<file path="src/rtl/fetch_pc_sequencer.sv">
// -----------------------------------------------------------------------------
// fetch_pc_sequencer
//
// Instruction-fetch PC sequencer for a single-issue in-order pipeline. It
// keeps at most one fetch outstanding. The flow is request -> wait for the
// instruction -> present it to the IF/ID register. An EX-stage redirect can
// arrive at any point. When it does, the PC is reloaded with the word-aligned
// branch target. Any fetch already in flight is marked for discard, so its
// response is dropped.
//
// Ports
//   clk            : single clock, rising-edge state updates
//   rst_n          : asynchronous active-low reset
//   branch_taken   : one-cycle redirect strobe from EX
//   branch_target  : redirect PC, low two bits ignored (word aligned)
//   imem_req_valid : fetch request valid (only while requesting)
//   imem_req_addr  : fetch address, always the current pc register
//   imem_req_ready : memory accepts the request this cycle
//   imem_rsp_valid : one-cycle instruction return strobe
//   imem_rsp_data  : returned instruction word
//   ifid_valid     : instruction held for the IF/ID register
//   ifid_pc        : PC of the held instruction
//   ifid_instr     : held instruction word
//   ifid_ready     : IF/ID accepts the held instruction this cycle
// -----------------------------------------------------------------------------
module fetch_pc_sequencer #(
    parameter int                PC_W     = 33,
    parameter int                INSTR_W  = 32,
    parameter logic [PC_W-1:0]   RESET_PC = {PC_W{1'b0}}
) (
    input  logic                 clk,
    input  logic                 rst_n,
    input  logic                 branch_taken,
    input  logic [PC_W-1:0]      branch_target,
    output logic                 imem_req_valid,
    output logic [PC_W-1:0]      imem_req_addr,
    input  logic                 imem_req_ready,
    input  logic                 imem_rsp_valid,
    input  logic [INSTR_W-1:0]   imem_rsp_data,
    output logic                 ifid_valid,
    output logic [PC_W-1:0]      ifid_pc,
    output logic [INSTR_W-1:0]   ifid_instr,
    input  logic                 ifid_ready
);

    typedef enum logic [1:0] {
        ST_IDLE = 2'd0,
        ST_REQ  = 2'd1,
        ST_WAIT = 2'd2,
        ST_OUT  = 2'd3
    } state_t;

    localparam logic [PC_W-1:0] PC_STEP    = PC_W'(3'd4);
    localparam logic [PC_W-1:0] ALIGN_MASK = ~(PC_W'(2'b11));

    state_t               state_r;
    state_t               state_next_s;
    logic [PC_W-1:0]      pc_r;
    logic [PC_W-1:0]      pc_next_s;
    logic                 discard_r;
    logic                 discard_next_s;
    logic                 capture_s;
    logic                 fire_s;
    logic [PC_W-1:0]      redirect_pc_s;
    logic [PC_W-1:0]      pc_plus4_s;
    logic                 imem_req_valid_r;
    logic                 ifid_valid_r;
    logic [PC_W-1:0]      ifid_pc_r;
    logic [INSTR_W-1:0]   ifid_instr_r;

    // The request is only driven in REQ, so the handshake reduces to ready there.
    assign fire_s        = (state_r == ST_REQ) & imem_req_ready;
    // Clearing the low bits with a mask keeps the redirect word aligned.
    assign redirect_pc_s = branch_target & ALIGN_MASK;
    // Plain modulo-2^PC_W increment; the carry out is dropped on purpose.
    assign pc_plus4_s    = pc_r + PC_STEP;

    // Next-state, next-pc, discard flag and capture strobe.
    always_comb begin
        state_next_s   = state_r;
        pc_next_s      = pc_r;
        discard_next_s = discard_r;
        capture_s      = 1'b0;
        case (state_r)
            ST_IDLE: begin
                // Redirects are ignored until the sequencer is running.
                state_next_s = ST_REQ;
            end
            ST_REQ: begin
                if (branch_taken) begin
                    pc_next_s      = redirect_pc_s;
                    // A redirect racing an accepted request poisons that fetch.
                    discard_next_s = fire_s;
                end else begin
                    pc_next_s = pc_r;
                end
                if (fire_s) begin
                    state_next_s = ST_WAIT;
                end else begin
                    state_next_s = ST_REQ;
                end
            end
            ST_WAIT: begin
                if (imem_rsp_valid) begin
                    if (discard_r || branch_taken) begin
                        discard_next_s = 1'b0;
                        state_next_s   = ST_REQ;
                        if (branch_taken) begin
                            pc_next_s = redirect_pc_s;
                        end else begin
                            pc_next_s = pc_r;
                        end
                    end else begin
                        capture_s    = 1'b1;
                        pc_next_s    = pc_plus4_s;
                        state_next_s = ST_OUT;
                    end
                end else if (branch_taken) begin
                    pc_next_s      = redirect_pc_s;
                    discard_next_s = 1'b1;
                end else begin
                    state_next_s = ST_WAIT;
                end
            end
            ST_OUT: begin
                // A redirect flushes the held instruction even if IF/ID is ready.
                if (branch_taken) begin
                    pc_next_s    = redirect_pc_s;
                    state_next_s = ST_REQ;
                end else if (ifid_ready) begin
                    state_next_s = ST_REQ;
                end else begin
                    state_next_s = ST_OUT;
                end
            end
            default: begin
                state_next_s   = ST_IDLE;
                pc_next_s      = RESET_PC;
                discard_next_s = 1'b0;
            end
        endcase
    end

    // State, pc and discard flag registers.
    always_ff @(posedge clk or negedge rst_n) begin
        if (!rst_n) begin
            state_r   <= ST_IDLE;
            pc_r      <= RESET_PC;
            discard_r <= 1'b0;
        end else begin
            state_r   <= state_next_s;
            pc_r      <= pc_next_s;
            discard_r <= discard_next_s;
        end
    end

    // IF/ID payload: loaded only on capture, so it stays stable throughout OUT.
    always_ff @(posedge clk or negedge rst_n) begin
        if (!rst_n) begin
            ifid_pc_r    <= {PC_W{1'b0}};
            ifid_instr_r <= {INSTR_W{1'b0}};
        end else if (capture_s) begin
            ifid_pc_r    <= pc_r;
            ifid_instr_r <= imem_rsp_data;
        end else begin
            ifid_pc_r    <= ifid_pc_r;
            ifid_instr_r <= ifid_instr_r;
        end
    end

    // Valid flags are registered from the next state so they track state_r exactly.
    always_ff @(posedge clk or negedge rst_n) begin
        if (!rst_n) begin
            imem_req_valid_r <= 1'b0;
            ifid_valid_r     <= 1'b0;
        end else begin
            imem_req_valid_r <= (state_next_s == ST_REQ);
            ifid_valid_r     <= (state_next_s == ST_OUT);
        end
    end

    assign imem_req_valid = imem_req_valid_r;
    assign imem_req_addr  = pc_r;
    assign ifid_valid     = ifid_valid_r;
    assign ifid_pc        = ifid_pc_r;
    assign ifid_instr     = ifid_instr_r;

    fetch_pc_sequencer_checker #(
        .PC_W    (PC_W),
        .INSTR_W (INSTR_W)
    ) u_checker (
        .clk            (clk),
        .rst_n          (rst_n),
        .branch_taken   (branch_taken),
        .imem_req_valid (imem_req_valid_r),
        .imem_req_ready (imem_req_ready),
        .imem_req_addr  (pc_r),
        .ifid_valid     (ifid_valid_r),
        .ifid_pc        (ifid_pc_r),
        .ifid_instr     (ifid_instr_r)
    );

endmodule

// -----------------------------------------------------------------------------
// fetch_pc_sequencer_checker
//
// Protocol properties of the fetch sequencer outputs. It only observes and
// drives nothing.
// Ports: clk, rst_n, branch_taken, the request handshake/address and the
// IF/ID valid/payload.
// -----------------------------------------------------------------------------
module fetch_pc_sequencer_checker #(
    parameter int PC_W    = 33,
    parameter int INSTR_W = 32
) (
    input  logic                 clk,
    input  logic                 rst_n,
    input  logic                 branch_taken,
    input  logic                 imem_req_valid,
    input  logic                 imem_req_ready,
    input  logic [PC_W-1:0]      imem_req_addr,
    input  logic                 ifid_valid,
    input  logic [PC_W-1:0]      ifid_pc,
    input  logic [INSTR_W-1:0]   ifid_instr
);

    // Requesting and presenting are distinct states and never overlap.
    a_exclusive_valids: assert property (
        @(posedge clk) disable iff (!rst_n)
        !(imem_req_valid && ifid_valid));

    // A stalled request holds its address unless a redirect arrives.
    a_req_addr_stable: assert property (
        @(posedge clk) disable iff (!rst_n)
        (imem_req_valid && !imem_req_ready && !branch_taken)
        |=> (imem_req_valid && $stable(imem_req_addr)));

    // The held instruction does not change while it is being presented.
    a_ifid_stable: assert property (
        @(posedge clk) disable iff (!rst_n)
        (ifid_valid && $past(ifid_valid))
        |-> ($stable(ifid_pc) && $stable(ifid_instr)));

endmodule

</file>
<file path="config.mk">
export PLATFORM = sky130hd
export DESIGN_NAME = fetch_pc_sequencer
export DESIGN_NICKNAME = d
export VERILOG_FILES = /design/src/rtl/fetch_pc_sequencer.sv
export SDC_FILE = /design/constraint.sdc
export NUM_CORES = 1
export LEC_CHECK = 0
export CORE_ASPECT_RATIO = 0.8
export CORE_UTILIZATION = 45
export DETAILED_ROUTE_END_ITERATION = 10
export HOLD_SLACK_MARGIN = 0.02
export PLACE_DENSITY = 0.8
export SYNTH_ARGS = -nofsm -noshare
export SYNTH_HDL_FRONTEND = slang
export SYNTH_SLANG_ARGS = --single-unit
</file>
<file path="constraint.sdc">
create_clock -name clk -period 2.2 [get_ports clk]
set_clock_uncertainty 0.15 [all_clocks]
set_input_delay 0.33 -clock clk [delete_from_list [all_inputs] [get_ports clk]]
set_output_delay 0.33 -clock clk [all_outputs]
set_load 0.02 [all_outputs]
</file>
==> out/qor.yml <==
layout:
  register_area_sq_um: 2577
  nFillCells: 793
  layout_commonest_cell: "nand2_1"
  n_antenna_cell: 0
  multi_input_area_sq_um: 1998
  area_growth_pct: 52.18
  nets: 816
  drive_above_1_share_pct: 12.02
  fin_area_sq_um: 7287
  most-common-layout-cells: "209 x nand2_1, 167 x clkdlybuf4s50_1, 103 x dfrtp_1"
clocking:
  clockBufferDepth: 2
  clk_pin_slew_ns: 0.07
  clock-sinks: 103
  numCtsBuffers: 9
  cts_tree: "yes"
  htreeDepth: 3
  clock_insertion_delay_worst_skew_ns: 0.35
  postCtsSetupBuffers: 0
  root_buffer: "clkbuf_16"
power_and_ir_drop:
  power_frac_seq_pct: 34.6
  p_comb_share_pct: 47.7
  power_density_nw_per_um2: 1323
  p_switching_mw: 3.783
  clockPowerShare_pct: 17.6
  fin_total_pwr_mw: 9.643
  p_leak_nw: 3.401
  swShare_pct: 39.22
  peakVddDrop_mv: 0.8084
  p_int_mw: 5.861
grt:
  grt_pass1_wl_um: 22890
  grt_use_total_pct: 26.70
  grt_antenna_before_repair: 0
  grt-ovfl-total: 0
  grt_pass1_vias: 4596
  grt_max_degree: 57
timing:
  timing.final.crit_share_pct: 92.27
  rsz0062_at_grt: "no"
  fmax_mhz: 492.6
  final-setup-viol-count: 0
  worst_pin_slew_ns: 0.6300
  hold_viol: 0
  period_minus_slack_ns: 2.030
  setup-tns-final_ns: 0
  slew_viol_final: 0
  slew_headroom_pct: 57.84
logic_synthesis:
  yosys-top-cells-area: "dfrtp_1 54%, nand2_1 16%, o21ai_0 2.6%"
  syn_area_sq_um: 4788
  yosysUniqueCellTypes: 54
  yosys_warnings: 0
  synthCells: 534
  syn_area_per_cell_sq_um: 8.967
  synth_fp_nets: 606
  synth_area_leader_cell: "dfrtp_1"
  async_reset_ff_share_pct: 100.0
  yosysSeqAreaShare_pct: 53.83
  synth_edf_count: 0
  synth-main-ff-cell: "dfrtp_1"
  synth_top_area_share_pct: 53.83
  synth_seq_cells: 103
job:
  cap_viol_max_count: 0
routing:
  firstDrtPassIters: 6
  wirelength_um: 14340
  vias: 4709
  vias_per_cell: 5.297
  wire_per_inst_um: 16.13
  drtIter0Drc: 455
  final_antenna_net_count: 0
  drc: 0
setup_path:
  path_max_fanout: 7
  cp.required_ns: 2.28
  ff2ff_setup_slack_ns: 0.17
  worst_setup_path_end_kind: "flip-flop"
  start_kind: "flip-flop"
  critical_path_class: "reg -> reg"
  crit_arrival_ns: 2.11
place:
  dpl_cell_area_sq_um: 6957
  place_congestion: 0.8845
  io_buffers: 168
  place_hpwl_um: 10700
floorplan:
  die_area_sq_um: 11060
  core-area_sq_um: 10280
  io_pins: 171
  die_h_um: 94.27
  fp.dieW_um: 117.3
  rows: 33
  start_util_pct: 46.57
worst_hold_path:
  hp-class: "in -> async"
outcome:
  outcome: "completed"
[power groups by stage]
stage / Sequential, mW / Clock [mW] / Combinational, mW
after global routing: 3.45 / 1.80 / 4.95
after floorplan: 4.22 / 0 / 1.27
after CTS: 3.33 / 1.73 / 4.62
after detailed placement: 3.35 / 0 / 4.60
after global placement: 3.29 / 0 / 4.50
final: 3.34 / 1.70 / 4.60
[registers in the layout, indices dropped and copies added (netlist names)]
| register | count |
|---|---|
| ifid_valid | 1 |
| ifid_pc | 33 |
| imem_req_addr | 33 |
| ifid_instr | 32 |
| imem_req_valid | 1 |
| state_r | 2 |
| discard_r | 1 |
[area by class of cell]
type                            count  share of cell area, %
Multi-Input combinational cell    393                  27.42
Clock buffer                        9                  3.091
Inverter                            9                 0.4636
Sequential cell                   103                  35.37
Tap cell                          140                  2.404
Clock inverter                      7                  1.305
Timing Repair Buffer              228                  29.95
[layer usage]
layer  track usage [%]  share of wire (%)
met1             35.99                 44
met2             42.11                 46
met3             7.100                8.2
met4             8.225                1.6
met5                 0                  0
[cell usage after synthesis, types with 2 or more instances]
master	number
nand4_1	8
clkbuf_1	10
nor2_1	21
and3_1	6
buf_4	6
or2_2	2
mux2i_1	7
a221o_1	3
dfrtp_1	103
o211ai_1	5
a21oi_1	17
o21ai_1	3
nor3_1	5
a22oi_1	6
or4_1	2
o311ai_0	2
nand2_1	209
and4_1	4
o21ai_0	25
a31oi_1	4
nor3_2	2
nor2b_1	2
nor3b_1	3
nor4_1	3
and2_1	3
buf_6	5
nand3_1	16
o22ai_1	7
buf_2	8
or3_1	3
a32oi_1	3
inv_1	9
[worst max-delay path, cell delays in order (launching register included)]
cell and delay [ns]:
dfrtp_1 0.45, nand4_1 0.24, or3_1 0.50, nor4_4 0.26, a2bb2oi_1 0.10, o22a_1 0.21
[worst paths after layout]
path                                   start           endpoint  cells after the start
max reg2reg                imem_req_addr[11]  imem_req_addr[24]                      5
max in group asynchronous              rst_n  imem_req_addr[31]                      3
min                                    rst_n        ifid_pc[17]                      2
min reg2reg                       ifid_pc[9]         ifid_pc[9]                      2
min in group clk                  ifid_pc[9]         ifid_pc[9]                      2
max                        imem_req_addr[11]  imem_req_addr[24]                      5
[per-stage QoR]
stage                     utilization, %  setup WS, ns  hold WS (ns)  std cells
after global routing               70.88       0.08266        0.2747        889
after global placement             67.66      -0.06950       0.08531        872
after floorplan                        -       0.07675       -0.1156        534
after detailed placement           67.66       -0.1996       0.08592        872
final                              70.88        0.1701        0.2598        889
after CTS                          70.88        0.1206        0.2617        889
[cell families after synthesis]
logic type	Yosys count	share of synthesized area, %
buf+inv	38	4.442
fa+ha+maj	1	0.2613
simple gates	299	28.51
flops	103	53.83
compound gates	85	11.26
mux	8	1.699
[repair_timing]
item	in CTS	in global routing
hold buffers	1	0
resized for setup	0	1
hold endpoints to repair	19	0
setup endpoints to repair	0	1
(Power assumes the default switching activity.)
